### src/rtl/gate_bist_if.sv
// gate_bist_if: run handshake, result reporting and gate-bank stimulus/response bundle.
interface gate_bist_if;
  logic start, busy, done, pass;
  logic [7:0] err_count;
  logic [6:0] fail_vector;
  logic a, b;
  logic and_out, or_out, nand_out, nor_out, notb_out, xor_out, xnor_out;
  modport master (
    input  start, and_out, or_out, nand_out, nor_out, notb_out, xor_out, xnor_out,
    output busy, done, pass, err_count, fail_vector, a, b
  );
  modport slave (
    output start, and_out, or_out, nand_out, nor_out, notb_out, xor_out, xnor_out,
    input  busy, done, pass, err_count, fail_vector, a, b
  );
endinterface

### src/rtl/gate_bist.sv
// gate_bist: exhaustive 4-vector self-test of the two-input gate bank.
// Define GATE_BIST_FAIL_LOG_EN to add the first-failure capture outputs.
module gate_bist #(
  parameter int unsigned SETTLE_CYCLES = 1,
  parameter int unsigned PASSES        = 1
) (
  input  logic        clk,
  input  logic        rst,
  gate_bist_if.master bus
`ifdef GATE_BIST_FAIL_LOG_EN
  ,
  output logic        first_fail_valid,
  output logic [1:0]  first_fail_idx,
  output logic [6:0]  first_fail_syn
`endif
);
  typedef enum logic [1:0] {IDLE, DRIVE, SAMPLE, DONE} state_e;
  // With no settle time each vector goes straight to its sample cycle.
  localparam state_e ENTRY = (SETTLE_CYCLES == 0) ? SAMPLE : DRIVE;
  state_e state_q, state_d;
  logic [1:0] idx_q, idx_d;
  logic [7:0] sweep_q, sweep_d, err_q, err_d;
  logic [3:0] settle_q, settle_d;
  logic [6:0] fv_q, fv_d, mism;
  logic a_q, a_d, b_q, b_d, pass_q, pass_d;
  assign mism = {a_q & b_q, a_q | b_q, ~(a_q & b_q), ~(a_q | b_q), ~b_q, a_q ^ b_q, ~(a_q ^ b_q)}
              ^ {bus.and_out, bus.or_out, bus.nand_out, bus.nor_out, bus.notb_out, bus.xor_out, bus.xnor_out};
  always_comb begin
    state_d  = state_q;
    idx_d    = idx_q;
    sweep_d  = sweep_q;
    settle_d = settle_q;
    err_d    = err_q;
    fv_d     = fv_q;
    pass_d   = pass_q;
    case (state_q)
      IDLE: if (bus.start) begin
        state_d  = ENTRY;
        idx_d    = 2'd0;
        sweep_d  = 8'd0;
        settle_d = 4'd0;
        err_d    = 8'd0;
        fv_d     = 7'd0;
        pass_d   = 1'b0;
      end
      DRIVE: begin
        settle_d = settle_q + 4'd1;
        state_d  = (settle_q == 4'(SETTLE_CYCLES - 1)) ? SAMPLE : DRIVE;
      end
      SAMPLE: begin
        err_d    = (mism != '0 && err_q != 8'hFF) ? err_q + 8'd1 : err_q;
        fv_d     = fv_q | mism;
        idx_d    = idx_q + 2'd1;
        settle_d = 4'd0;
        sweep_d  = (idx_q == 2'd3) ? sweep_q + 8'd1 : sweep_q;
        state_d  = (idx_q == 2'd3 && sweep_q == 8'(PASSES - 1)) ? DONE : ENTRY;
      end
      DONE: begin
        pass_d  = (err_q == 8'd0);
        state_d = IDLE;
      end
      default: state_d = IDLE;
    endcase
    a_d = (state_d == DRIVE || state_d == SAMPLE) & idx_d[1];
    b_d = (state_d == DRIVE || state_d == SAMPLE) & idx_d[0];
  end
  always_ff @(posedge clk) begin
    if (rst) begin
      state_q  <= IDLE;
      idx_q    <= 2'd0;
      sweep_q  <= 8'd0;
      settle_q <= 4'd0;
      err_q    <= 8'd0;
      fv_q     <= 7'd0;
      pass_q   <= 1'b0;
      a_q      <= 1'b0;
      b_q      <= 1'b0;
    end else begin
      state_q  <= state_d;
      idx_q    <= idx_d;
      sweep_q  <= sweep_d;
      settle_q <= settle_d;
      err_q    <= err_d;
      fv_q     <= fv_d;
      pass_q   <= pass_d;
      a_q      <= a_d;
      b_q      <= b_d;
    end
  end
  assign bus.a           = a_q;
  assign bus.b           = b_q;
  assign bus.busy        = (state_q == DRIVE || state_q == SAMPLE);
  assign bus.done        = (state_q == DONE);
  assign bus.pass        = pass_q;
  assign bus.err_count   = err_q;
  assign bus.fail_vector = fv_q;
`ifdef GATE_BIST_FAIL_LOG_EN
  logic       ffv_q, ffv_d;
  logic [1:0] ffi_q, ffi_d;
  logic [6:0] ffs_q, ffs_d;
  always_comb begin
    ffv_d = ffv_q;
    ffi_d = ffi_q;
    ffs_d = ffs_q;
    if (state_q == IDLE && bus.start) begin
      ffv_d = 1'b0;
      ffi_d = 2'd0;
      ffs_d = 7'd0;
    end else if (state_q == SAMPLE && mism != '0 && !ffv_q) begin
      ffv_d = 1'b1;
      ffi_d = idx_q;
      ffs_d = mism;
    end
  end
  always_ff @(posedge clk) begin
    if (rst) begin
      ffv_q <= 1'b0;
      ffi_q <= 2'd0;
      ffs_q <= 7'd0;
    end else begin
      ffv_q <= ffv_d;
      ffi_q <= ffi_d;
      ffs_q <= ffs_d;
    end
  end
  assign first_fail_valid = ffv_q;
  assign first_fail_idx   = ffi_q;
  assign first_fail_syn   = ffs_q;
`endif
endmodule
### src/flat_wrapper.sv
// flat-port wrapper written by rule: the top's interface ports become plain ports
module gate_bist_flat 
#(
  parameter int unsigned SETTLE_CYCLES = 1,
  parameter int unsigned PASSES        = 1
)
  (clk, rst, bus_start, bus_and_out, bus_or_out, bus_nand_out, bus_nor_out, bus_notb_out, bus_xor_out, bus_xnor_out, bus_busy, bus_done, bus_pass, bus_err_count, bus_fail_vector, bus_a, bus_b);
  gate_bist_if bus_i ();
  input  logic clk;
  input  logic rst;
  input wire logic [$bits(bus_i.start)-1:0] bus_start;
  input wire logic [$bits(bus_i.and_out)-1:0] bus_and_out;
  input wire logic [$bits(bus_i.or_out)-1:0] bus_or_out;
  input wire logic [$bits(bus_i.nand_out)-1:0] bus_nand_out;
  input wire logic [$bits(bus_i.nor_out)-1:0] bus_nor_out;
  input wire logic [$bits(bus_i.notb_out)-1:0] bus_notb_out;
  input wire logic [$bits(bus_i.xor_out)-1:0] bus_xor_out;
  input wire logic [$bits(bus_i.xnor_out)-1:0] bus_xnor_out;
  output wire logic [$bits(bus_i.busy)-1:0] bus_busy;
  output wire logic [$bits(bus_i.done)-1:0] bus_done;
  output wire logic [$bits(bus_i.pass)-1:0] bus_pass;
  output wire logic [$bits(bus_i.err_count)-1:0] bus_err_count;
  output wire logic [$bits(bus_i.fail_vector)-1:0] bus_fail_vector;
  output wire logic [$bits(bus_i.a)-1:0] bus_a;
  output wire logic [$bits(bus_i.b)-1:0] bus_b;
  assign bus_i.start = bus_start;
  assign bus_i.and_out = bus_and_out;
  assign bus_i.or_out = bus_or_out;
  assign bus_i.nand_out = bus_nand_out;
  assign bus_i.nor_out = bus_nor_out;
  assign bus_i.notb_out = bus_notb_out;
  assign bus_i.xor_out = bus_xor_out;
  assign bus_i.xnor_out = bus_xnor_out;
  assign bus_busy = bus_i.busy;
  assign bus_done = bus_i.done;
  assign bus_pass = bus_i.pass;
  assign bus_err_count = bus_i.err_count;
  assign bus_fail_vector = bus_i.fail_vector;
  assign bus_a = bus_i.a;
  assign bus_b = bus_i.b;
  gate_bist #(.SETTLE_CYCLES(SETTLE_CYCLES), .PASSES(PASSES)) u_core (.clk(clk), .rst(rst), .bus(bus_i));
endmodule
### config.mk
export PLATFORM = sky130hd
export DESIGN_NAME = gate_bist_flat
export DESIGN_NICKNAME = d
export VERILOG_FILES = /design/src/rtl/gate_bist_if.sv /design/src/rtl/gate_bist.sv /design/src/flat_wrapper.sv
export SDC_FILE = /design/constraint.sdc
export NUM_CORES = 1
export LEC_CHECK = 0
export CORE_UTILIZATION = 45
export CTS_CLUSTER_SIZE = 30
export DETAILED_ROUTE_END_ITERATION = 8
export PLACE_DENSITY = 0.76
export SYNTH_ARGS = -nofsm -noshare
export SYNTH_HDL_FRONTEND = slang
export SYNTH_SLANG_ARGS = --single-unit
export TNS_END_PERCENT = 30
### constraint.sdc
create_clock -name clk -period 2.4 [get_ports clk]
set_input_delay 0.48 -clock clk [delete_from_list [all_inputs] [get_ports clk]]
set_output_delay 0.48 -clock clk [all_outputs]
set_load 0.1 [all_outputs]
== After elaboration in Yosys (flattened, before gate mapping) ==
Cells that the tools add are included.
Word-level totals
  flip-flop bits (word level): 34
  bits of input ports: 10
  logic and storage cells: 68
Operators by class
  bitwise logic cells: 11
  muxes and demuxes: 17
  reductions and logical operators: 17
  equality and inequality tests: 10
  add/subtract/negate cells: 4
Operator list (number)
  $pmux W8 S2: 2
  $mux W8: 3
  $add A8 B1 Y8 const B: 2
  $logic_not A8 Y1: 2
  $pmux W7 S2: 1
  $pmux W4 S3: 1
  $eq A2 B2 Y1 const B: 4
  $mux W2: 4
  $ne A8 B8 Y1 const B: 1
  $pmux W2 S4: 1
  $mux W7: 1
  $or A7 B7 Y7: 1
  $reduce_bool A7 Y1: 1
  $xor A7 B7 Y7: 1
  $reduce_and A2 Y1: 3
  $reduce_and A3 Y1: 2
  $add A4 B1 Y4 const B: 1
  $eq A2 B1 Y1 const B: 2
  $logic_not A4 Y1: 1
  $mux W4: 1
  $ne A2 B1 Y1 const B: 2
  $not A1 Y1: 4
  $pmux W2 S2: 1
  $reduce_bool A2 Y1: 2
  other kinds (11): 15

== Depth between registers and ports, before layout ==
  word-level depth: 7
  mapped depth: 9
  depth with buffers taken out: 7

== Worst setup path after synthesis ==
Ideal clock, no wire load.
  kind: flip-flop to flip-flop
  start point: reg u_core.b_q, in the netlist u_core.bus.b
  end point: reg u_core.err_q[0], in the netlist u_core.bus.err_count[0]
  arrival time: 2.711 ns
  setup slack: -0.378 ns
  clock period less this slack: 2.778 ns
  library setup time: 0.067 ns
  data required time: 2.333 ns
  cell stages (with the launch flop): 8
  buffers on the path: 0
  path through: dfxtp_1 > inv_1 > ha_1 > nand2b_1 > mux2_2 > o41a_1 > a211o_1 > a21oi_2
Between the ends
  word-level cells in the longest chain between the ends: 7
RTL lines
  from (decl): RTL line gate_bist.sv:25  | logic a_q, a_d, b_q, b_d, pass_q, pass_d;
  from (signal assigned): RTL line gate_bist.sv:77  | b_q <= 1'b0;
  from (signal assigned): RTL line gate_bist.sv:87  | b_q <= b_d;
  $xor A1 B1 Y1, or another cell as far along: RTL line gate_bist.sv:26  | assign mism = {a_q & b_q, a_q | b_q, ~(a_q & b_q), ~(a_q | b_q), ~b_q, a_q ^ b_q, ~(a_q ^ b_q)}
  $not A1 Y1: RTL line gate_bist.sv:26
  $xor A7 B7 Y7 (*): RTL line gate_bist.sv:27  | ^ {bus.and_out, bus.or_out, bus.nand_out, bus.nor_out, bus.notb_out, bus.xor_out, bus.xnor_out};
  $reduce_bool A7 Y1 (*): RTL line gate_bist.sv:51  | err_d = (mism != '0 && err_q != 8'hFF) ? err_q + 8'd1 : err_q;
  $logic_and A1 B1 Y1 (*): RTL line gate_bist.sv:51
  $ne A2 B1 Y1 (no source line) (*)
  $reduce_and A3 Y1 (no source line) (*)
  to (signal assigned): RTL line gate_bist.sv:83  | err_q <= err_d;
  to (decl): RTL line gate_bist.sv:22  | logic [7:0] sweep_q, sweep_d, err_q, err_d;
Every way passes the cells marked *; elsewhere a longest branch is shown, timed or not.
A chain may end at the register's enable or synchronous reset.

== Worst setup path after layout ==
  start point: reg u_core.b_q, in the netlist u_core.bus.b
  end point: reg u_core.err_q[6], in the netlist u_core.bus.err_count[6]
Same word-level chain as after synthesis.

==> results.py <==
metrics = {
    "status": {
        "outcome": "finished clean",
    },
    "synth": {
        "synthSimpleGateAreaFrac": 0.2516,
        "syn-instance-count": 218,
        "ys_seq_area_frac": 0.3565,
        "synth_nets": 241,
        "ys_ff_latch": 34,
        "yosys_warnings": 0,
        "synth_edf_count": 0,
        "synth_fa_ha_area_frac": 0.08519,
        "synth_top_family_by_area": "simple AND/OR/NAND/NOR gates",
        "netlist_top_cells_area": "dfxtp_1 (36%), ha_1 (8.5%), nor2_1 (5.3%), a21oi_1 (3.7%), xnor2_1 (3.2%)",
        "synth-compound-area-share": 0.1599,
        "syn-cell-area_sq_um": 1909,
        "yosysTopAreaCell": "dfxtp_1",
        "synth.mux.area_fraction": 0.04260,
        "yosysTopAreaCellShare": 0.3565,
        "yosysUniqueCellTypes": 46,
        "async_reset_ff_frac": 0,
        "avgSynthCellArea_sq_um": 8.758,
        "synth-xor-area-share": 0.06488,
        "synth_top_flop_cell": "dfxtp_1",
    },
    "cts": {
        "clockBufferDepth": 2,
        "ctsResizeCount": 0,
        "cts_tree": "done",
        "numCtsBuffers": 5,
        "clock-sinks": 34,
        "root_buffer": "clkbuf_8",
        "clk_pin_slew_ns": 0.07,
        "cts_setup_buffers": 0,
        "htreeDepth": 2,
        "ctsHoldBuffers": 0,
        "clock_latency_ns": 0.29,
    },
    "place": {
        "place_congestion": 0.8066,
        "pre_cts_slack_ns": 0.05132,
        "hpwl_mm": 2.969,
        "io_buffers": 29,
        "place_area_sq_um": 2261,
    },
    "setup_path": {
        "r2r_end": "u_core.bus.err_count[6]$_SDFFE_PP0P_",
        "path_class": "register to register",
        "worstPathArrival_ns": 2.41,
        "path_max_fanout": 9,
        "cp-end-kind": "register",
        "cp-start-kind": "register",
        "r2r_cells": 8,
        "required_ns": 2.62,
        "r2r_start": "u_core.bus.b$_SDFF_PP0_",
        "r2r_slack_ns": 0.21,
    },
    "timing": {
        "period_share": 0.9114,
        "rsz0062_at_grt": "false",
        "tightest_slew_ns": 0.5277,
        "worst_slack_ns": 0.2128,
        "hold_viol_final": 0,
        "fmax_mhz": 457.2,
        "setup_viol": 0,
        "maxSlewHeadroom": 0.6469,
        "period_minus_slack_ns": 2.187,
        "final.setup.tns_ns": 0,
        "fin_skew_ns": 0.009229,
        "drv_slew": 0,
    },
    "pwr": {
        "power_density_nw_per_um2": 634.7,
        "p_leak_nw": 0.9383,
        "vdd_drop_max_v": 0.0003801,
    },
    "route": {
        "dr_total_vias": 1734,
        "wl_per_cell_microns": 13.35,
        "first_iter_violations": 56,
        "dr.pass1.iters": 4,
        "ant_nets": 0,
        "via_per_inst": 5.648,
        "wirelength_mm": 4.097,
        "drc": 0,
    },
    "layout": {
        "final_area_sq_um": 2371,
        "fin_util": 0.5885,
        "drive_above_1_share": 0.1829,
        "nets": 279,
        "diodes": 0,
        "syn2layout_area_growth_pct": 24.18,
        "num-fill-cells": 352,
    },
    "die": {
        "die_h_microns": 67.14,
        "boundaryPins": 30,
        "core_region_area_sq_um": 4029,
        "die_x_microns": 67.14,
        "dieArea_sq_um": 4507,
        "initial_utilization": 0.4739,
        "rows": 23,
    },
    "worst_hold_path": {
        "min_path_type": "register to register",
        "hp-start": "u_core.bus.fail_vector[6]$_SDFFE_PP0P_",
        "hold_path_end": "u_core.bus.fail_vector[6]$_SDFFE_PP0P_",
        "hold_path_depth": 2,
    },
    "global_routing": {
        "grt_usage": 0.1999,
        "grt_overflow_total": 0,
        "grt_max_degree": 17,
        "grt_pass1_vias": 1580,
        "antenna_found_initial": 0,
        "grt_first_pass_wirelength_mm": 6.906,
    },
    "job": {
        "drv_cap": 0,
    },
}
## through the flow
| stage | total power [mW] | std cells | hold WS, ns |
|---|---|---|---|
| global placement | 1.013 | 299 | 0.4532 |
| CTS | 1.519 | 307 | 0.4790 |
| global route | 1.570 | 307 | 0.5017 |
| floorplan | 0.9122 | 218 | 0.4530 |
| finish | 1.505 | 307 | 0.4725 |
| detailed placement | 1.018 | 299 | 0.4604 |
## registers in the layout, indices dropped and copies added (netlist names)
register and flops:
u_core.bus.err_count 8, u_core.sweep_q 8, u_core.bus.fail_vector 7, u_core.settle_q 4, u_core.idx_q 2, u_core.state_q 2, u_core.bus.a 1, u_core.bus.b 1
u_core.bus.pass 1
## worst max path at each step
| stage | start | end | slack (ns) | depth (start not counted) |
|---|---|---|---|---|
| detailed placement | bus_nand_out | u_core.bus.err_count[1]$_SDFFE_PP0P_ | 0.05 | 6 |
| floorplan | u_core.bus.b$_SDFF_PP0_ | u_core.bus.err_count[0]$_SDFFE_PP0P_ | 0.004 | 7 |
| global placement | bus_nand_out | u_core.bus.err_count[0]$_SDFFE_PP0P_ | 0.07 | 6 |
| finish | u_core.bus.b$_SDFF_PP0_ | u_core.bus.err_count[6]$_SDFFE_PP0P_ | 0.21 | 8 |
| CTS | u_core.bus.b$_SDFF_PP0_ | u_core.bus.err_count[4]$_SDFFE_PP0P_ | 0.20 | 8 |
| global route | u_core.bus.b$_SDFF_PP0_ | u_core.bus.err_count[3]$_SDFFE_PP0P_ | 0.04 | 8 |
## final cells by class
type	instances	area, sq um	share of cell area
Multi-Input combinational cell	166	1154	0.4865
Sequential cell	34	683.2	0.2881
Timing Repair Buffer	38	320.3	0.1351
Clock buffer	8	110.1	0.04644
Tap cell	50	62.56	0.02639
Inverter	11	41.29	0.01741
## kinds of logic (layout without fill, tap and decap cells)
group,count (synthesis),count (layout)
and+or+nand+nor,92,92
AOI/OAI and AO/OA,42,42
DFF,34,34
buffers and inverters,18,57
adders and majority gates,13,13
xor gates and xnor gates,12,12
muxes,7,7
## layer usage
layer  GRT usage  wire [microns]  vias up
met4     0.05053              40        0
li1            -               -      867
met3     0.05068             203        4
met2      0.3238            1870       48
met1      0.2634            1982      815
met5           0               0        -
## cells in the mapped netlist, types with 3 or more instances
library cell  instances
dfxtp_1              34
nor2_1               27
a21oi_1              14
nand2_1              14
ha_1                 13
inv_1                11
nand3_1              11
nand2b_1              8
xnor2_1               7
and3_1                5
mux2i_1               4
nand4_1               4
o31ai_1               4
or4_1                 4
xor2_1                4
a21oi_2               3
a31oi_1               3
a32oi_1               3
clkbuf_1              3
nor2b_1               3
nor3_1                3
nor4_1                3
o21ai_0               3
## report_power, final
group          leakage (nW)  internal (mW)  switching (mW)
clock network        0.0575          0.290           0.209
registers             0.276          0.584          0.0137
logic                 0.605          0.136           0.273
total                 0.938           1.01           0.496
## placed cells by master (no fill, tap or decap), types with 5 or more instances in the layout
| cell type | instances |
|---|---|
| a21oi_1 | 14 |
| and3_1 | 5 |
| buf_4 | 28 |
| clkbuf_8 | 8 |
| clkdlybuf4s50_1 | 9 |
| dfxtp_1 | 32 |
| ha_1 | 13 |
| inv_1 | 11 |
| nand2_1 | 14 |
| nand2b_1 | 8 |
| nand3_1 | 11 |
| nor2_1 | 27 |
| xnor2_1 | 7 |
## worst max-delay path: stages (launching register included)
cell and delay (ns):
dfxtp_2 0.41, inv_1 0.06, ha_1 0.35, and3b_1 0.22, a21oi_2 0.20, o41ai_4 0.10
buf_4 0.17, or4_1 0.46, a21oi_1 0.15
No activity file was read; power rests on OpenSTA's default activity.
